$ cat src/rtl/multicycle_control.sv
// Sequencing FSM for a multi-cycle MIPS datapath with a variable-latency memory handshake.
module multicycle_control #(
  parameter int unsigned MEM_TIMEOUT   = 16,
  parameter int unsigned RETIRED_WIDTH = 32
) (
  input  logic                     clk,
  input  logic                     reset_n,
  input  logic [31:0]              instruction,
  input  logic                     mem_ready,
  input  logic                     alu_zero,
  output logic                     mem_request,
  output logic                     mem_write_enable,
  output logic                     mem_address_source,
  output logic                     instruction_register_write,
  output logic                     pc_write_enable,
  output logic                     pc_source,
  output logic                     alu_a_source,
  output logic [1:0]               alu_b_source,
  output logic [2:0]               alu_ctrl,
  output logic                     register_write_enable,
  output logic                     register_write_address_source,
  output logic                     register_write_data_source,
  output logic [3:0]               state,
  output logic                     illegal_instruction,
  output logic                     bus_error,
  output logic [RETIRED_WIDTH-1:0] retired_count
);

  localparam int unsigned WAIT_W     = (MEM_TIMEOUT > 2) ? $clog2(MEM_TIMEOUT) : 1;
  localparam bit          TIMEOUT_EN = (MEM_TIMEOUT != 0);
  localparam logic [WAIT_W-1:0] WAIT_LAST = WAIT_W'(MEM_TIMEOUT - 1);

  localparam logic [2:0] ALU_AND = 3'b000;
  localparam logic [2:0] ALU_OR  = 3'b001;
  localparam logic [2:0] ALU_ADD = 3'b010;
  localparam logic [2:0] ALU_SUB = 3'b110;

  localparam logic [5:0] OP_RTYPE = 6'b000000;
  localparam logic [5:0] OP_LW    = 6'b100011;
  localparam logic [5:0] OP_SW    = 6'b101011;
  localparam logic [5:0] OP_ADDI  = 6'b001000;
  localparam logic [5:0] OP_ANDI  = 6'b001100;
  localparam logic [5:0] OP_BEQ   = 6'b000100;

  localparam logic [5:0] FN_ADD = 6'b100000;
  localparam logic [5:0] FN_AND = 6'b100100;
  localparam logic [5:0] FN_OR  = 6'b100101;
  localparam logic [5:0] FN_SUB = 6'b100010;

  typedef enum logic [3:0] {
    S_FETCH     = 4'd0,
    S_DECODE    = 4'd1,
    S_EXEC_R    = 4'd2,
    S_WB_R      = 4'd3,
    S_MEM_ADDR  = 4'd4,
    S_MEM_READ  = 4'd5,
    S_WB_MEM    = 4'd6,
    S_MEM_WRITE = 4'd7,
    S_EXEC_I    = 4'd8,
    S_WB_I      = 4'd9,
    S_BRANCH    = 4'd10,
    S_TRAP      = 4'd15
  } state_e;

  state_e                   state_q, state_d;
  logic [WAIT_W-1:0]        wait_q, wait_d;
  logic                     illegal_q, bus_error_q;
  logic [RETIRED_WIDTH-1:0] retired_q;
  logic                     illegal_set_c, bus_set_c, retire_c;
  logic                     timeout_c, mem_state_c, funct_ok_c;
  logic [5:0]               opcode, funct;
  logic                     unused_instr_bits;

  assign opcode            = instruction[31:26];
  assign funct             = instruction[5:0];
  assign unused_instr_bits = ^instruction[25:6];
  assign funct_ok_c        = (funct == FN_ADD) || (funct == FN_AND) ||
                             (funct == FN_OR)  || (funct == FN_SUB);
  assign mem_state_c       = (state_q == S_FETCH) || (state_q == S_MEM_READ) ||
                             (state_q == S_MEM_WRITE);
  assign timeout_c         = TIMEOUT_EN && mem_state_c && !mem_ready && (wait_q == WAIT_LAST);

  // State and memory-wait counter registers
  always_ff @(posedge clk or negedge reset_n) begin
    if (!reset_n) begin
      state_q <= S_FETCH;
      wait_q  <= '0;
    end else begin
      state_q <= state_d;
      wait_q  <= wait_d;
    end
  end

  // Next-state, wait counter, retire and trap-cause decode
  always_comb begin
    state_d       = state_q;
    wait_d        = wait_q;
    illegal_set_c = 1'b0;
    bus_set_c     = 1'b0;
    retire_c      = 1'b0;
    case (state_q)
      S_FETCH: begin
        if (mem_ready)      state_d = S_DECODE;
        else if (timeout_c) begin state_d = S_TRAP; bus_set_c = 1'b1; end
      end
      S_DECODE: begin
        if (opcode == OP_RTYPE && funct_ok_c)          state_d = S_EXEC_R;
        else if (opcode == OP_LW || opcode == OP_SW)     state_d = S_MEM_ADDR;
        else if (opcode == OP_ADDI || opcode == OP_ANDI) state_d = S_EXEC_I;
        else if (opcode == OP_BEQ)                       state_d = S_BRANCH;
        else begin
          state_d       = S_TRAP;
          illegal_set_c = 1'b1;
        end
      end
      S_EXEC_R:   state_d = S_WB_R;
      S_WB_R:     begin state_d = S_FETCH; retire_c = 1'b1; end
      S_MEM_ADDR: state_d = (opcode == OP_LW) ? S_MEM_READ : S_MEM_WRITE;
      S_MEM_READ: begin
        if (mem_ready)      state_d = S_WB_MEM;
        else if (timeout_c) begin state_d = S_TRAP; bus_set_c = 1'b1; end
      end
      S_WB_MEM:   begin state_d = S_FETCH; retire_c = 1'b1; end
      S_MEM_WRITE: begin
        if (mem_ready)      begin state_d = S_FETCH; retire_c = 1'b1; end
        else if (timeout_c) begin state_d = S_TRAP; bus_set_c = 1'b1; end
      end
      S_EXEC_I:   state_d = S_WB_I;
      S_WB_I:     begin state_d = S_FETCH; retire_c = 1'b1; end
      S_BRANCH:   begin state_d = S_FETCH; retire_c = 1'b1; end
      S_TRAP:     state_d = S_TRAP;
      default:    state_d = S_TRAP;
    endcase
    // Counter restarts on every state change, counts idle cycles in memory states
    if (state_d != state_q) wait_d = '0;
    else if (mem_state_c)   wait_d = wait_q + WAIT_W'(1);
  end

  // Datapath control decode from current state; all forced low during reset
  always_comb begin
    mem_request                   = 1'b0;
    mem_write_enable              = 1'b0;
    mem_address_source            = 1'b0;
    instruction_register_write    = 1'b0;
    pc_write_enable               = 1'b0;
    pc_source                     = 1'b0;
    alu_a_source                  = 1'b0;
    alu_b_source                  = 2'b00;
    alu_ctrl                      = ALU_AND;
    register_write_enable         = 1'b0;
    register_write_address_source = 1'b0;
    register_write_data_source    = 1'b0;
    if (reset_n) begin
      case (state_q)
        S_FETCH: begin
          mem_request                = 1'b1;
          alu_b_source               = 2'b01;
          alu_ctrl                   = ALU_ADD;
          instruction_register_write = mem_ready;
          pc_write_enable            = mem_ready;
        end
        S_DECODE: begin
          alu_b_source = 2'b11;
          alu_ctrl     = ALU_ADD;
        end
        S_EXEC_R: begin
          alu_a_source = 1'b1;
          case (funct)
            FN_AND:  alu_ctrl = ALU_AND;
            FN_OR:   alu_ctrl = ALU_OR;
            FN_SUB:  alu_ctrl = ALU_SUB;
            default: alu_ctrl = ALU_ADD;
          endcase
        end
        S_WB_R: begin
          register_write_enable         = 1'b1;
          register_write_address_source = 1'b1;
        end
        S_MEM_ADDR: begin
          alu_a_source = 1'b1;
          alu_b_source = 2'b10;
          alu_ctrl     = ALU_ADD;
        end
        S_MEM_READ: begin
          mem_request        = 1'b1;
          mem_address_source = 1'b1;
        end
        S_WB_MEM: begin
          register_write_enable      = 1'b1;
          register_write_data_source = 1'b1;
        end
        S_MEM_WRITE: begin
          mem_request        = 1'b1;
          mem_write_enable   = 1'b1;
          mem_address_source = 1'b1;
        end
        S_EXEC_I: begin
          alu_a_source = 1'b1;
          alu_b_source = 2'b10;
          alu_ctrl     = (opcode == OP_ANDI) ? ALU_AND : ALU_ADD;
        end
        S_WB_I:   register_write_enable = 1'b1;
        S_BRANCH: begin
          alu_a_source    = 1'b1;
          alu_ctrl        = ALU_SUB;
          pc_source       = 1'b1;
          pc_write_enable = alu_zero;
        end
        default: ;
      endcase
    end
  end

  // Sticky trap causes and retired-instruction counter
  always_ff @(posedge clk or negedge reset_n) begin
    if (!reset_n) begin
      illegal_q   <= 1'b0;
      bus_error_q <= 1'b0;
      retired_q   <= '0;
    end else begin
      if (illegal_set_c) illegal_q   <= 1'b1;
      if (bus_set_c)     bus_error_q <= 1'b1;
      if (retire_c)      retired_q   <= retired_q + RETIRED_WIDTH'(1);
    end
  end

  assign state               = state_q;
  assign illegal_instruction = illegal_q;
  assign bus_error           = bus_error_q;
  assign retired_count       = retired_q;

endmodule
$ cat config.mk
export PLATFORM = sky130hd
export DESIGN_NAME = multicycle_control
export DESIGN_NICKNAME = d
export VERILOG_FILES = /design/src/rtl/multicycle_control.sv
export SDC_FILE = /design/constraint.sdc
export NUM_CORES = 1
export LEC_CHECK = 0
export CAP_MARGIN = 20
export CORE_UTILIZATION = 40
export CTS_CLUSTER_SIZE = 14
export DETAILED_ROUTE_END_ITERATION = 8
export GPL_ROUTABILITY_DRIVEN = 0
export PLACE_DENSITY = 0.72
export SKIP_LAST_GASP = 1
export SLEW_MARGIN = 20
export SYNTH_ARGS = -nofsm -noshare
export SYNTH_HDL_FRONTEND = slang
export SYNTH_SLANG_ARGS = --single-unit
$ cat constraint.sdc
create_clock -name clk -period 3.6 [get_ports clk]
set_input_delay 0.72 -clock clk [delete_from_list [all_inputs] [get_ports clk]]
set_output_delay 0.72 -clock clk [all_outputs]
set_load 0.01 [all_outputs]
==> run metrics, run 1 <==
final setup TNS 0 ps; largest net degree at the start of global routing 27; maximum vdd drop ~0.37 mV; fin. max-slew vios 0; CTS H-tree lvls 2; antenna fix cells 0; Vias ~2300; Clk Latency, worst-skew pair ~290 ps; CP startpoint instruction[5]; DIE AREA around 6800 um^2; Root Driver clkbuf_8; port bufs between 60 and 70; hold buffers post-CTS 0; met1 GRT Util ~27%; Pwr Density 595.8 nW/um^2; core area 6061 um^2; Die Ht slightly above 80 um; DPL Wire Length roughly 4400 um; DRC viols 0; max cap viols 0; Slew HR 54.55%; gr usage total 19.00%; CP Capture Type output port; grt met3 use approximately 3.6%; die width between 80 and 90 um; CP required roughly 2900 ps; 1st-iter DRT viols about 110; status complete, no violations; Syn Std Cell Area 2576 um^2; drt pass-1 iters 4; final hold vios 0; fin util between 50 and 60%; postcts setup bufs 0; Critical Path Fanout Max 4; Yosys warnings 0; Synth area leaders dfrtp_1, xnor2_1, nand4_1; vias in the first global route ~2000; EDFF count, synth 0; Synth Area per Inst around 9.4 um^2; Worst-Margin Slew slightly below 700 ps; Startpoint Class input port; crit path kind in -> out; Setup-failing EPs final 0; unrepaired setup endpoints after global routing false; CTS tree done; post-synth top area cell dfrtp_1; Final Net Count 379; Yosys reg bits 42; post-synthesis async set-or-reset flop share 100.0%; P&R area growth vs syn 32.44%; register area share after synthesis between 40% and 50%; clock slew at reported path FFs around 80 ps; Ports 89; global-route met2 utilization between 20 and 30%; post-synth cell types 55; routed len/inst ~14 um; clock skew between 5 and 6 ps; Yosys top cell area share 40.80%; leak pwr about 0.0014 uW; busiest grt layer met2; share of cells above drive strength 1 under 10%; clock buffer depth 2; Synth Flop Type dfrtp_1; final worst-path cycle share between 80 and 90%; Arr. time, crit path about 2500 ps; number of antenna violations at the first check in global routing 0; Antenna Nets Post-Route 0; first-pass GRT wire length a little under 10000 um; crit path time final 3192 ps; Initial Utilization 42.51%; DR vias/cell around 5.5; Routed WL about 6000 um; Post-Synthesis Cells around 270; CTS buffer count 5; Post-CTS Resized 0; # rows 28; worst r2r src state[3]; CTS sink count between 40 and 50; total grt overflow 0; class of the worst hold path in -> async; fmax 313.3 MHz; syn nets ~310
[placed cells by master (no fill, tap or decap), types with 2 or more instances in the layout]
master / Yosys / final
dfrtp_1: 42 / 42
o21ai_0: 6 / 6
a21oi_1: 6 / 6
xnor2_1: 27 / 27
ha_1: 2 / 2
nand3b_1: 2 / 2
nor2b_1: 7 / 7
nor2_1: 23 / 23
nor4bb_1: 2 / 2
mux2i_1: 4 / 4
or4_4: 2 / 2
o221ai_1: 3 / 3
inv_1: 3 / 3
nor3b_1: 5 / 5
nand4_1: 15 / 15
and2_1: 4 / 4
nand4b_1: 3 / 3
clkdlybuf4s50_1: 0 / 67
nor3_1: 9 / 9
nand2b_1: 4 / 4
clkbuf_8: 0 / 6
or3_1: 4 / 4
o21a_1: 2 / 2
and3_1: 11 / 11
a21o_1: 3 / 3
and4_1: 2 / 2
buf_4: 3 / 8
xor2_1: 8 / 8
a31oi_1: 2 / 2
nand3_1: 17 / 17
nand2_1: 19 / 19
[cell usage after synthesis, types with 6 or more instances]
cell type and count:
xnor2_1 27, and3_1 11, nor2b_1 7, xor2_1 8
nor2_1 23, nand2_1 19, nor3_1 9, nand4_1 15
dfrtp_1 42, o21ai_0 6, a21oi_1 6, nand3_1 17
[where the power goes]
part           leakage, uW  total (uW)  internal (uW)  switching [uW]
registers         0.000559         662            546             116
logic             0.000779        1060            521             538
clock network    0.0000482         312            155             158
[registers in the layout, indices dropped and copies added (netlist names)]
register and flops:
bus_error 1, retired_count 32, illegal_instruction 1, state 4, wait_q 4
[per-stage QoR]
step | cells | setup WS (ps) | power (uW) | hold WS [ps] | cell area (um^2)
after CTS | 417 | 385.6 | 2048 | 316.5 | 3412
after detailed placement | 409 | 385.6 | 1731 | 456.1 | 3321
final | 417 | 408.0 | 2033 | 312.2 | 3412
after global placement | 409 | 398.5 | 1715 | 457.1 | 3321
after global routing | 417 | 260.4 | 2191 | 318.4 | 3412
after floorplan | 274 | 988.9 | 1355 | 424.4 | 2576
[cell type report]
| class | instances | area [um^2] |
|---|---|---|
| Fill cell | 560 | 2649 |
| Multi-Input combinational cell | 213 | 1429 |
| Sequential cell | 42 | 1051 |
| Timing Repair Buffer | 76 | 735.7 |
| Tap cell | 75 | 93.84 |
| Clock buffer | 7 | 86.33 |
| Inverter | 3 | 11.26 |
| Clock inverter | 1 | 5.005 |
[kinds of logic after synthesis]
logic type | synth area share (%)
AO/OA/AOI/OAI | 9.956
XOR/XNOR | 11.90
adder cells (fa/ha/maj) | 0.9712
buffers and inverters | 3.740
flip-flops | 40.80
multiplexers | 1.991
AND/OR/NAND/NOR | 30.65
[path summary, 6_finish.rpt]
| check | end | slack [ps] | cells past startpoint |
|---|---|---|---|
| min in group clk | bus_error | 470 | 1 |
| worst min-delay path | retired_count[3] | 310 | 1 |
| worst max-delay path | alu_ctrl[0] | 410 | 5 |
| max in group asynchronous | retired_count[25] | 2740 | 2 |
| worst max register to register | wait_q[0] | 1180 | 7 |
| worst min register to register | bus_error | 470 | 1 |
[per-layer routing]
layer	vias up	routed length, um
met5	-	0
met2	61	2767
met4	0	65
met3	4	339
met1	1099	2751
li1	1118	-
[critical path: stages]
cell and delay [ps]:
clkdlybuf4s50_1 450, nor3b_1 390, nand3_1 150, and3b_1 230, clkdlybuf4s50_1 540
Power figures use the tool's default switching activity.
==> inputs of run 2 (changes only) <==
Settings changed: CAP_MARGIN 20 to 10, REMOVE_ABC_BUFFERS set to 1.
==> run metrics, run 2 (same netlist as run 1, synthesis figures left out) <==
status complete, no violations; Arr. time, crit path approximately 2500 ps; DR vias/cell 5.400; share of cells above drive strength 1 roughly 8%; CP required around 2900 ps; CTS tree done; postcts setup bufs 0; R2R setup slack ~1100 ps; DRC viols 0; fmax ~310 MHz; Post-CTS Resized 0; Placement Cell Area roughly 3300 um^2; gr usage total approximately a fifth; clock skew 3.831 ps; Final Net Count 379; cells along the critical path clkdlybuf4s50_1 > nor3b_1 > nand3_1 > and3b_1 > clkdlybuf4s50_1; total grt overflow 0; final hold vios 0; DPL Wire Length around 4400 um; Slew HR 53.51%; maximum vdd drop ~0.45 mV; delay of the slowest critical-path stage about 540 ps; max reg flops 32; CTS buffer count 5; commonest cells after routing, fill and taps aside clkdlybuf4s50_1, dfrtp_1, xnor2_1; die width approximately 82 um; number of antenna violations at the first check in global routing 0; crit path kind in -> out; clock buffer depth 2; final setup TNS 0 ps; CTS sink count 42; max cap viols 0; largest net degree at the start of global routing 39; core area 6061 um^2; Critical Path Fanout Max 4; first-pass GRT wire length ~10000 um; clock slew at reported path FFs about 80 ps; fin util a little under three fifths; Pwr Density approximately 600 nW/um^2; CP Capture Type output port; Vias 2252; most common cell after layout, fill and taps aside clkdlybuf4s50_1; DIE AREA roughly 6800 um^2; Worst path slowest cell clkdlybuf4s50_1; # rows 28; fin. max-slew vios 0; CTS H-tree lvls 2; Final Cell Area around 3400 um^2; unrepaired setup endpoints after global routing false; P&R area growth vs syn 32.25%; Initial Utilization between 40% and 50%; 1st-iter DRT viols 133; hold buffers post-CTS 0; drt pass-1 iters 4; crit path time final ~3300 ps; antenna fix cells 0; cell mode on critical path clkdlybuf4s50_1; vias in the first global route slightly above 2000; worst r2r src state[3]; Antenna Nets Post-Route 0; port bufs 68; routed len/inst approximately 14 um; Routed WL around 6000 um; leak pwr ~0.0014 uW; Startpoint Class input port; R2R cell count 7; Die Ht 82.26 um; Clk Latency, worst-skew pair roughly 280 ps; class of the worst hold path in -> async; Ports 89; Setup-failing EPs final 0; final worst-path cycle share ~90%; FF-to-FF End wait_q[0]; Worst-Margin Slew just under 700 ps; Root Driver clkbuf_8
## run 2: changes by cell type in the layout (fill, tap and decap cells not counted), sizes merged
cell	before	now
clkbuf	7	6
clkinv	1	2
## run 2: critical path: cells and delay by family
family | cells | cell delay [ps]
buf+inv | 2 | 990
simple gates | 3 | 820
## run 2: cell type report
type                       instances  area, um^2
clock buffer                       6       72.57
clock inverter                     2       13.76
tap                               75       93.84
timing repair buffer              76       735.7
inverter                           3       11.26
sequential                        42        1051
multi-input combinational        213        1429
fill                             554        2654
## run 2: how the worst max path moves through the flow
stage          cells after the start          end           start  slack (ps)
2_1_floorplan                      3  alu_ctrl[0]        state[2]        1090
3_3_place_gp                       5  alu_ctrl[0]  instruction[5]         410
3_5_place_dp                       5  alu_ctrl[0]  instruction[5]         330
4_1_cts                            5  alu_ctrl[0]  instruction[5]         330
5_1_grt                            6  alu_ctrl[1]  instruction[5]         180
6_report                           5  alu_ctrl[0]  instruction[5]         350
## run 2: report_power, final
group	internal [uW]	switching, uW	total, uW
Clock	137	158	294
Combinational	530	530	1060
Sequential	545	134	679
Total	1210	821	2030
## run 2: per-stage QoR
step	instances	hold slack, ps	total power, uW	worst slack, ps
global placement	409	455.0	1728	406.4
global route	417	305.1	2198	183.8
finish	417	310.3	2034	349.1
floorplan	258	424.4	1296	1094
detailed placement	409	450.6	1749	334.0
CTS	417	299.6	2049	329.1
## run 2: routing by layer
| layer | track usage [%] | vias to the layer above | share of wire, % |
|---|---|---|---|
| met5 | 0 | - | 0 |
| met4 | 3.158 | 0 | 0.58 |
| met3 | 2.967 | 5 | 3.7 |
| met2 | 29.59 | 43 | 46 |
| met1 | 28.62 | 1079 | 49 |
| li1 | - | 1125 | - |
==> inputs of run 3 (changes only) <==
Settings changed: HOLD_SLACK_MARGIN set to 0.05.
==> results of run 3 <==
No change in the layout: final DEF, timing and power equal those of run 2.
